<file path="config.mk">
export PLATFORM = sky130hd
export DESIGN_NAME = twos_to_signmag_serial
export DESIGN_NICKNAME = d
export VERILOG_FILES = /design/src/rtl/twos_to_signmag_serial.sv
export SDC_FILE = /design/constraint.sdc
export NUM_CORES = 1
export LEC_CHECK = 0
export CAP_MARGIN = 10
export CORE_MARGIN = 2
export CORE_UTILIZATION = 52
export DETAILED_ROUTE_END_ITERATION = 7
export PLACE_DENSITY_LB_ADDON = 0.25
export SLEW_MARGIN = 20
export SYNTH_ARGS = -nofsm -noshare
export SYNTH_HDL_FRONTEND = slang
export SYNTH_SLANG_ARGS = --single-unit
</file>
<file path="constraint.sdc">
create_clock -name clk -period 3 [get_ports clk]
set_input_delay 0.3 -clock clk [delete_from_list [all_inputs] [get_ports clk]]
set_output_delay 0.3 -clock clk [all_outputs]
set_load 0.005 [all_outputs]
</file>
<file path="src/rtl/twos_to_signmag_serial.sv">
// Bit-serial two's complement to sign-magnitude converter.
// A word is taken on the input valid/ready handshake. Its magnitude is built
// LSB-first with the "copy through the first 1, then invert" rule, and the
// result is offered on the output valid/ready handshake.
//
// Handshakes: a transfer happens on a rising edge where valid and ready are
// both 1. The producer holds valid and its data stable until that edge.
// in_ready is high only in IDLE. out_valid is high only in DONE, and out_sign
// and out_mag are stable while out_valid is high.
module twos_to_signmag_serial #(
  parameter int WIDTH = 8
) (
  input  logic             clk,
  input  logic             rst,
  input  logic             in_valid,
  output logic             in_ready,
  input  logic [WIDTH-1:0] in_data,
  output logic             out_valid,
  input  logic             out_ready,
  output logic             out_sign,
  output logic [WIDTH-1:0] out_mag,
  output logic             busy
);

  localparam int CW = (WIDTH > 2) ? $clog2(WIDTH) : 1;

  typedef enum logic [1:0] {
    S_IDLE  = 2'd0,
    S_SHIFT = 2'd1,
    S_DONE  = 2'd2
  } state_t;

  state_t           state_q, state_d;
  logic [WIDTH-1:0] op_q, op_d;       // operand, consumed from bit 0
  logic [WIDTH-1:0] res_q, res_d;     // magnitude, filled from the MSB end
  logic [CW-1:0]    cnt_q, cnt_d;     // index of the bit being processed
  logic             sign_q, sign_d;
  logic             found_q, found_d; // a 1 has already been seen in this word
  logic             out_valid_q, out_valid_d;
  logic             res_bit;

  // Next-state and datapath: accept, shift one bit per cycle, then hold result.
  always_comb begin
    state_d     = state_q;
    op_d        = op_q;
    res_d       = res_q;
    cnt_d       = cnt_q;
    sign_d      = sign_q;
    found_d     = found_q;
    out_valid_d = out_valid_q;
    res_bit     = 1'b0;
    case (state_q)
      S_IDLE: begin
        if (in_valid) begin
          op_d    = in_data;
          sign_d  = in_data[WIDTH-1];
          found_d = 1'b0;
          cnt_d   = '0;
          state_d = S_SHIFT;
        end
      end
      S_SHIFT: begin
        // Bits below and including the lowest 1 pass unchanged; for negative
        // operands every bit above it is inverted.
        res_bit = (sign_q && found_q) ? ~op_q[0] : op_q[0];
        res_d   = {res_bit, res_q[WIDTH-1:1]};
        op_d    = {1'b0, op_q[WIDTH-1:1]};
        found_d = found_q | op_q[0];
        cnt_d   = cnt_q + CW'(1);
        if (cnt_q == CW'(WIDTH - 1)) begin
          state_d     = S_DONE;
          out_valid_d = 1'b1;
        end
      end
      S_DONE: begin
        if (out_ready) begin
          out_valid_d = 1'b0;
          state_d     = S_IDLE;
        end
      end
      default: begin
        state_d     = S_IDLE;
        out_valid_d = 1'b0;
      end
    endcase
  end

  // State registers; synchronous reset clears everything and returns to IDLE.
  always_ff @(posedge clk) begin
    if (rst) begin
      state_q     <= S_IDLE;
      op_q        <= '0;
      res_q       <= '0;
      cnt_q       <= '0;
      sign_q      <= 1'b0;
      found_q     <= 1'b0;
      out_valid_q <= 1'b0;
    end else begin
      state_q     <= state_d;
      op_q        <= op_d;
      res_q       <= res_d;
      cnt_q       <= cnt_d;
      sign_q      <= sign_d;
      found_q     <= found_d;
      out_valid_q <= out_valid_d;
    end
  end

  assign in_ready  = (state_q == S_IDLE);
  assign busy      = (state_q != S_IDLE);
  assign out_valid = out_valid_q;
  assign out_sign  = sign_q;
  assign out_mag   = res_q;

endmodule
</file>
# Word level (Yosys, flattened, before mapping)
# Index checks and enable logic that the tools add are counted.
classes:
  addsub: 1
  n_mul: 0
  n_div: 0
  n_lt_le_gt_ge: 0
  n_eq_ne: 6
  shift: 0
  mux: 14
  bitwise: 3
  reduce_logical: 8
ops:
  columns: ["op", "n"]
  rows:
  - ["$pmux 8 s2", 1]
  - ["$mux 8", 1]
  - ["$mux 2", 3]
  - ["$ne 2x2->1 const B", 3]
  - ["$pmux 2 s3", 1]
  - ["$pmux 3 s2", 1]
  - ["$reduce_and 3->1", 2]
  - ["$mux 1", 4]
  - ["$reduce_and 2->1", 2]
  - ["$reduce_bool 2->1", 2]
  - ["$add 3x1->3 const B", 1]
  - ["$eq 3x3->1 const B", 1]
  - ["$mux 3", 1]
  - ["$pmux 1 s3", 1]
  - ["$eq 2x1->1 const B", 1]
  - ["$eq 2x2->1 const B", 1]
  - ["$logic_not 2->1", 1]
  - ["$not 1->1", 2]
  - ["$pmux 1 s2", 1]
  - ["$logic_and 1x1->1", 1]
  - ["$or 1x1->1", 1]
word_totals:
  ff_bits: 24
  latch_bits: 0
  mem_bits_rw: 0
  mem_bits_ro: 0
  inputBits: 12
  out_inout_bits: 12
  word_cells: 39
  mem_count: 0

# Depth between registers and ports, before layout
# Gate-level depths: netlist of run 1.
depth:
  word_depth: 3
  mapped_depth: 5
  depth_no_buf: 4

# Least setup slack after synthesis of run 1
# Ideal clock, no wire load.
synth_path:
  kind: "register to register"
  start: "register cnt_q[0]"
  end: "register state_q[0]"
  setup_time_ns: 0.078
  t_arrival_ns: 1.030
  required_ns: 2.922
  path_slack_ns: 1.892
  path_stages_with_launch: 5
  n_path_buf: 0
  synth_period_minus_slack_ns: 1.108
  path_cell_list: "dfxtp_1 > ha_1 > ha_1 > mux2_2 > nor3_1"
synth_via:
  elab_chain_cells: 3
synth_lines:
  columns: ["element", "line_no", "source"]
  rows:
  - ["start: declaration", "36", "logic [CW-1:0] cnt_q, cnt_d;"]
  - ["start signal: assignment", "102", "cnt_q <= cnt_d;"]
  - ["$eq 3x3->1", "70", "if (cnt_q == CW'(WIDTH - 1)) begin"]
  - ["$ne 2x2->1 (no source line)", null, null]
  - ["$reduce_and 3->1 (no source line)", null, null]
  - ["end signal: assignment", "99", "state_q <= state_d;"]
  - ["end: declaration", "33", "state_t state_q, state_d;"]
# Every way passes these cells.
# A chain may end at the register's enable or synchronous reset.

# Final worst setup path of run 1
layout_path:
  start: "register state_q[1]"
  end: "output busy"
layout_via:
  elab_chain_cells: 1
layout_lines:
  columns: ["element", "line_no", "source"]
  rows:
  - ["$reduce_bool 2->1", "110", "assign busy = (state_q != S_IDLE);"]
  - ["end: declaration", "22", "output logic busy"]
# Every way passes these cells.

==> reports/qor.log, run 1 <==
INFO  place          dp_area=0.001271sqmm
INFO  cts            cts_resized=0
INFO  setup_path     worstSetupPathType=flip-flop to output port
INFO  sta            clock_skew=0.002604ns
INFO  layout         area_growth_syn_to_layout=24.40%
INFO  routing        drt-total-wl=1840um
INFO  routing        dr_vias_cell=5.203
INFO  layout         drive_gt1_share=12.98%
INFO  floorplanning  floorplan.rows=16
INFO  yosys          flip_flop_cell_with_the_highest_count_after_synthesis=dfxtp_1
INFO  floorplanning  placeableCoreArea=0.001942sqmm
INFO  yosys          synth_enable_flop_cells=0
INFO  yosys          ys_async_sr_fraction=0%
INFO  sta            report.final.setup_viol=0
INFO  cts            path_clk_slew=0.12ns
INFO  run_status     run_status=finished clean
INFO  cts            tritoncts=done
INFO  sta            finalWorstPathRequiredPeriod=1.885ns
INFO  yosys          yosysUniqueCellTypes=24
INFO  layout         finalInstanceArea=0.001308sqmm
INFO  grt            global_route_total_overflow=0
INFO  sta            hold_viol=0
INFO  yosys          netlist_instances=110
INFO  power_and_ir_drop worst_ir_drop_vdd=0.3036mV
INFO  cts            insertion_delay=0.31ns
INFO  cts            post-cts-setup-buffer-count=0
INFO  grt            grt_first_pass_wirelength=3263um
INFO  sta            top_achievable_clock_speed=530.6MHz
INFO  routing        number_of_remaining_drc_errors=0
INFO  grt            grt_pass1_vias=796
INFO  sta            timing_max_transition_violations_final=0
INFO  cts            clock_sink_count=24
INFO  sta            timing.final.crit_share=62.82%
INFO  yosys          syn_nets=124
INFO  floorplanning  die_h=48.96um
INFO  layout         area_of_combinational_cells_with_multiple_inputs=511.7squm
INFO  setup_path     cp_data_required_time=2.70ns
INFO  sta            finalWorstSetupSlack=1.115ns
INFO  power_and_ir_drop p_leak=0.0004862uW
INFO  yosys          synth.cell_area=0.001051sqmm
INFO  yosys          synth_sequential_area_ratio=45.71%
INFO  sta            timing_worst_slew_pin_value=0.9814ns
INFO  setup_path     timing.critical_path.arrival=1.58ns
INFO  floorplanning  top_level_ports=24
INFO  layout         nets=146
INFO  layout         insertedDiodeCount=0
INFO  power_and_ir_drop power_density=458.9mW/mm^2
INFO  floorplanning  start_util=54.12%
INFO  routing        dr_total_vias=822
INFO  cts            number_of_buffers_inserted_for_hold_repair_after_clock_tree_synthesis=0
INFO  grt            maximum_number_of_pins_on_one_net_before_global_route_repair=25
INFO  routing        drt_pre_antenna_iters=4
INFO  setup_path     crit_path_end_kind=output port
INFO  place          gp_routability_congestion=0.7093
INFO  sta            max-slew-margin-rel=34.37%
INFO  setup_path     cp_max_fo=11
INFO  floorplanning  design.die.area=0.002397sqmm
INFO  cts            cts_htree_levels=1
INFO  hold_path      holdCritPathClass=flip-flop to flip-flop
INFO  flow_run       drv.max_cap_violation_count=0
INFO  cts            tritoncts.num_buffers=3
INFO  routing        detail_route.wl_per_cell=11.65um
INFO  yosys          yosysWarnings=0
INFO  sta            timing.setup.tns=0ns
INFO  sta            rsz0062_at_grt=false
INFO  power_and_ir_drop fin_total_pwr=600.0uW
INFO  layout         seqCellArea=480.5squm
INFO  place          io_buffers=23
INFO  grt            initial_antenna_violation_count=0
INFO  cts            cts-root-to-sink-buffers=2
INFO  floorplanning  chipWidth=48.96um
INFO  place          pre_cts_ws=1.288ns
INFO  routing        ant_nets=0
INFO  setup_path     worst_setup_path_start_kind=flip-flop
INFO  routing        count_of_routing_violations_after_the_opening_detailed_route_iteration=12
INFO  yosys          syn_avg_cell_area=9.555squm
INFO  cts            clock_tree.root_cell=clkbuf_4
INFO  place          post-dp-hpwl=1319um
INFO  grt            globalRouteTotalUtil=17.09%
INFO  yosys          synth_seq_cells=24
INFO  layout         layout.filler_cells=172
## flip-flops by register name, indices dropped and copies added (netlist names)
register   flops
out_mag        8
out_sign       1
state_q        2
cnt_q          3
out_valid      1
op_q           8
found_q        1
## worst max-delay path: stages (launching register included)
cell and delay (ns):
dfxtp_1 0.59, nor2_1 0.12, inv_1 0.07, clkdlybuf4s50_1 0.49
## power by group
group	total, uW	internal, uW	switching, uW
clock	167	74.2	92.5
combinational	89.8	47.1	42.8
sequential	344	334	9.53
total	600	455	145
## synthesized netlist by cell type (all sizes together), types with 2 or more instances
master   n  area share, %
mux2i    8            7.6
a21oi   10            4.8
a211oi   9             10
o21ai    3            1.4
nor2    15            5.4
dfxtp   24             46
nor2b    2            1.9
buf      6            4.5
inv      2           0.71
nand2   18            6.4
ha       2            2.4
a22oi    3            2.1
## per-layer routing
| layer | track usage (%) | share of wire (%) | vias to the layer above |
|---|---|---|---|
| met3 | 2.761 | 4.3 | 4 |
| met2 | 29.45 | 48 | 20 |
| met4 | 7.143 | 1.6 | 0 |
| li1 | - | - | 419 |
| met5 | 0 | 0 | - |
| met1 | 21.14 | 46 | 379 |
## through the flow
step	hold slack [ns]	instances	utilization (%)
3_3_place_gp	0.4446	154	65.46
6_report	0.4671	158	67.33
2_1_floorplan	0.3646	110	-
3_5_place_dp	0.4535	154	65.46
5_1_grt	0.4913	158	67.33
4_1_cts	0.4711	158	67.33
## cells by family (layout without fill, tap and decap cells)
kind of cell               after synthesis  count (layout)  synth area share [%]
and+or+nand+nor                         38              38                 15.95
AOI/OAI and AO/OA                       27              27                 20.83
DFF                                     24              24                 45.71
muxes                                    9               9                 8.691
buffers and inverters                    9              30                 5.595
adders and majority gates                2               2                 2.381
xor gates and xnor gates                 1               1                0.8335
## path summary, 6_finish.rpt
check,from,end,slack (ns),cells past startpoint
max,state_q[1],busy,1.12,3
min,out_valid,out_valid,0.47,2
max reg2reg,state_q[0],out_mag[7],1.70,4
min reg2reg,out_valid,out_valid,0.47,2
## cell usage in the layout, fill, tap and decap left out, drive strengths merged
| master | instances |
|---|---|
| nor3 | 1 |
| inv | 2 |
| clkbuf | 4 |
| mux2i | 8 |
| nor2 | 15 |
| o21ba | 1 |
| nand2 | 18 |
| a22oi | 3 |
| o21ai | 3 |
| a211oi | 9 |
| xor2 | 1 |
| nor2b | 2 |
| o21bai | 1 |
| a21oi | 10 |
| clkdlybuf4s50 | 23 |
| nor3b | 1 |
| buf | 1 |
| nand2b | 1 |
| mux2 | 1 |
| dfxtp | 24 |
| ha | 2 |
## area by class of cell
cell class	count	share of cell area, %
timing repair buffer	24	18.18
inverter	2	0.5742
clock buffer	4	2.775
sequential	24	36.75
tap	27	2.584
multi-input combinational	77	39.14
Power figures use the tool's default switching activity.
==> inputs of run 2 (changes only) <==
CORE_UTILIZATION = 48   (was 52)
clock period = 1.9 ns   (was 3 ns; I/O delays follow)
==> run 2 against run 1 <==
  * Routed wire length is 5.6% higher
  * Core utilization fell by 1.5 points
  * Flip-flop and latch count unchanged
  * Non-clock buffer count increased by 1
  * Critical path depth unchanged
  * Global-route usage down 0.57 points
  * Die area increased by 7.7%
  * Sequential power increased by 59%
  * Setup slack got worse by 0.98 ns
  * Final cell count up 0.63%
  * Highest routed layer unchanged
==> reports/qor.log, run 2 (synthesized netlist as in run 1, its figures left out) <==
INFO  run_status     run_status=finished clean
INFO  power_and_ir_drop p_leak=0.0004980uW
INFO  routing        dr_total_vias=804
INFO  layout         mostFrequentLayoutCell=dfxtp_1
INFO  grt            maximum_number_of_pins_on_one_net_before_global_route_repair=25
INFO  routing        dr_vias_cell=5.057
INFO  layout         drive_gt1_share=13.64%
INFO  place          io_buffers=23
INFO  place          dp_area=0.001279sqmm
INFO  layout         nets=147
INFO  hold_path      worst_hold_path.num_cells=2
INFO  setup_path     register_to_register_setup_slack=0.56ns
INFO  layout         layout.filler_cells=171
INFO  floorplanning  floorplan.rows=16
INFO  flow_run       drv.max_cap_violation_count=0
INFO  setup_path     cp_max_fo=11
INFO  setup_path     worst_setup_path_start_kind=flip-flop
INFO  grt            globalRouteTotalUtil=16.52%
INFO  setup_path     reg_to_reg_critical_path_endpoint=op_q[0]
INFO  sta            finalWorstPathRequiredPeriod=1.767ns
INFO  sta            timing_max_transition_violations_final=0
INFO  sta            timing.final.crit_share=93.02%
INFO  floorplanning  design.die.area=0.002580sqmm
INFO  sta            max-slew-margin-rel=72.93%
INFO  routing        count_of_routing_violations_after_the_opening_detailed_route_iteration=15
INFO  setup_path     worstSetupPathType=flip-flop to output port
INFO  hold_path      holdCritPathClass=flip-flop to flip-flop
INFO  grt            grt_pass1_vias=717
INFO  grt            initial_antenna_violation_count=0
INFO  grt            global_route_total_overflow=0
INFO  routing        ant_nets=0
INFO  sta            hold_viol=0
INFO  floorplanning  chipWidth=50.80um
INFO  layout         area_growth_syn_to_layout=26.67%
INFO  setup_path     crit_path_end_kind=output port
INFO  routing        number_of_remaining_drc_errors=0
INFO  cts            clock_sink_count=24
INFO  floorplanning  die_h=50.80um
INFO  sta            top_achievable_clock_speed=565.8MHz
INFO  grt            grt_first_pass_wirelength=3194um
INFO  hold_path      hp-start=out_valid
INFO  sta            report.final.setup_viol=0
INFO  setup_path     cp_data_required_time=1.71ns
INFO  hold_path      worst_hold_path.endpoint=out_valid
INFO  layout         insertedDiodeCount=0
INFO  setup_path     r2r_start=state_q[0]
INFO  setup_path     reg2reg_depth=3
INFO  cts            cts_htree_levels=1
INFO  routing        drt-total-wl=1943um
INFO  sta            timing.setup.tns=0ns
INFO  floorplanning  top_level_ports=24
INFO  sta            clock_skew=0.004101ns
INFO  place          post-dp-hpwl=1352um
INFO  layout         post-route-util=65.84%
INFO  sta            holdWs=0.4661ns
INFO  layout         finalInstanceArea=0.001331sqmm
INFO  cts            cts_resized=0
INFO  setup_path     cp-startpoint=state_q[1]
INFO  cts            clock_tree.root_cell=clkbuf_4
INFO  power_and_ir_drop worst_ir_drop_vdd=0.4467mV
INFO  routing        detail_route.wl_per_cell=12.22um
INFO  setup_path     timing.critical_path.arrival=1.58ns
INFO  routing        drt_pre_antenna_iters=4
INFO  sta            finalWorstSetupSlack=0.1326ns
INFO  sta            timing_worst_slew_pin_value=0.4055ns
INFO  cts            cts-root-to-sink-buffers=2
INFO  cts            post-cts-setup-buffer-count=0
INFO  floorplanning  start_util=51.98%
INFO  cts            path_clk_slew=0.13ns
INFO  floorplanning  placeableCoreArea=0.002022sqmm
INFO  cts            tritoncts=done
INFO  cts            tritoncts.num_buffers=3
INFO  sta            rsz0062_at_grt=false
INFO  place          pre_cts_ws=0.5052ns
INFO  place          gp_routability_congestion=0.7479
INFO  cts            number_of_buffers_inserted_for_hold_repair_after_clock_tree_synthesis=0
INFO  cts            insertion_delay=0.32ns
INFO  power_and_ir_drop power_density=789.2mW/mm^2
INFO  layout         final_cell_mix=24 x dfxtp_1, 23 x clkdlybuf4s50_1, 18 x nand2_1
## run 2: cell count changes in the layout (fill, tap and decap cells not counted)
cell,delta
clkbuf_8,-1
buf_4,+1
bufinv_16,+1
## run 2: critical path, cell delays in order, from the launching register on
cell and delay [ns]:
dfxtp_1 0.59, nor2_1 0.12, inv_1 0.07, clkdlybuf4s50_1 0.48
## run 2: metrics by stage
| stage | total power [uW] | std cells |
|---|---|---|
| after floorplan | 648.3 | 110 |
| after global placement | 693.3 | 155 |
| after detailed placement | 697.7 | 155 |
| after CTS | 1061 | 159 |
| after global routing | 1095 | 159 |
| final | 1051 | 159 |
## run 2: worst max path at each step
stage / end / slack [ns] / cells past startpoint
2_1_floorplan: state_q[0] / 0.79 / 4
3_3_place_gp: busy / 0.53 / 3
3_5_place_dp: busy / 0.51 / 3
4_1_cts: busy / 0.13 / 3
5_1_grt: busy / 0.02 / 3
6_report: busy / 0.13 / 3
## run 2: final cells by class
cell class / instances / area (sq um) / area share [%]
multi-input cells: 77 / 511.7 / 38.44
inverters: 2 / 7.507 / 0.5639
well taps: 27 / 33.78 / 2.538
clock buffers: 3 / 22.52 / 1.692
repair buffers: 25 / 245.2 / 18.42
clock inverters: 1 / 30.03 / 2.256
flip-flops and latches: 24 / 480.5 / 36.09
## run 2: routing by layer
| layer | global-route usage (%) | share of wire (%) | routed length, um |
|---|---|---|---|
| met1 | 22.95 | 49 | 943 |
| met2 | 25.44 | 47 | 910 |
| met3 | 2.679 | 3.1 | 61 |
| met4 | 6.757 | 1.4 | 28 |
| met5 | 0 | 0 | 0 |
## run 2: where the power goes
group | leakage [uW] | internal (uW) | switching (uW)
logic | 0.000274 | 75.1 | 65.1
clock network | 0.0000279 | 213 | 151
registers | 0.000196 | 527 | 18.9
total | 0.000498 | 816 | 235
==> inputs of run 3 (changes only) <==
CAP_MARGIN = 20   (was 10)
==> results of run 3 <==
No change in the layout: final DEF, timing and power equal those of run 2.
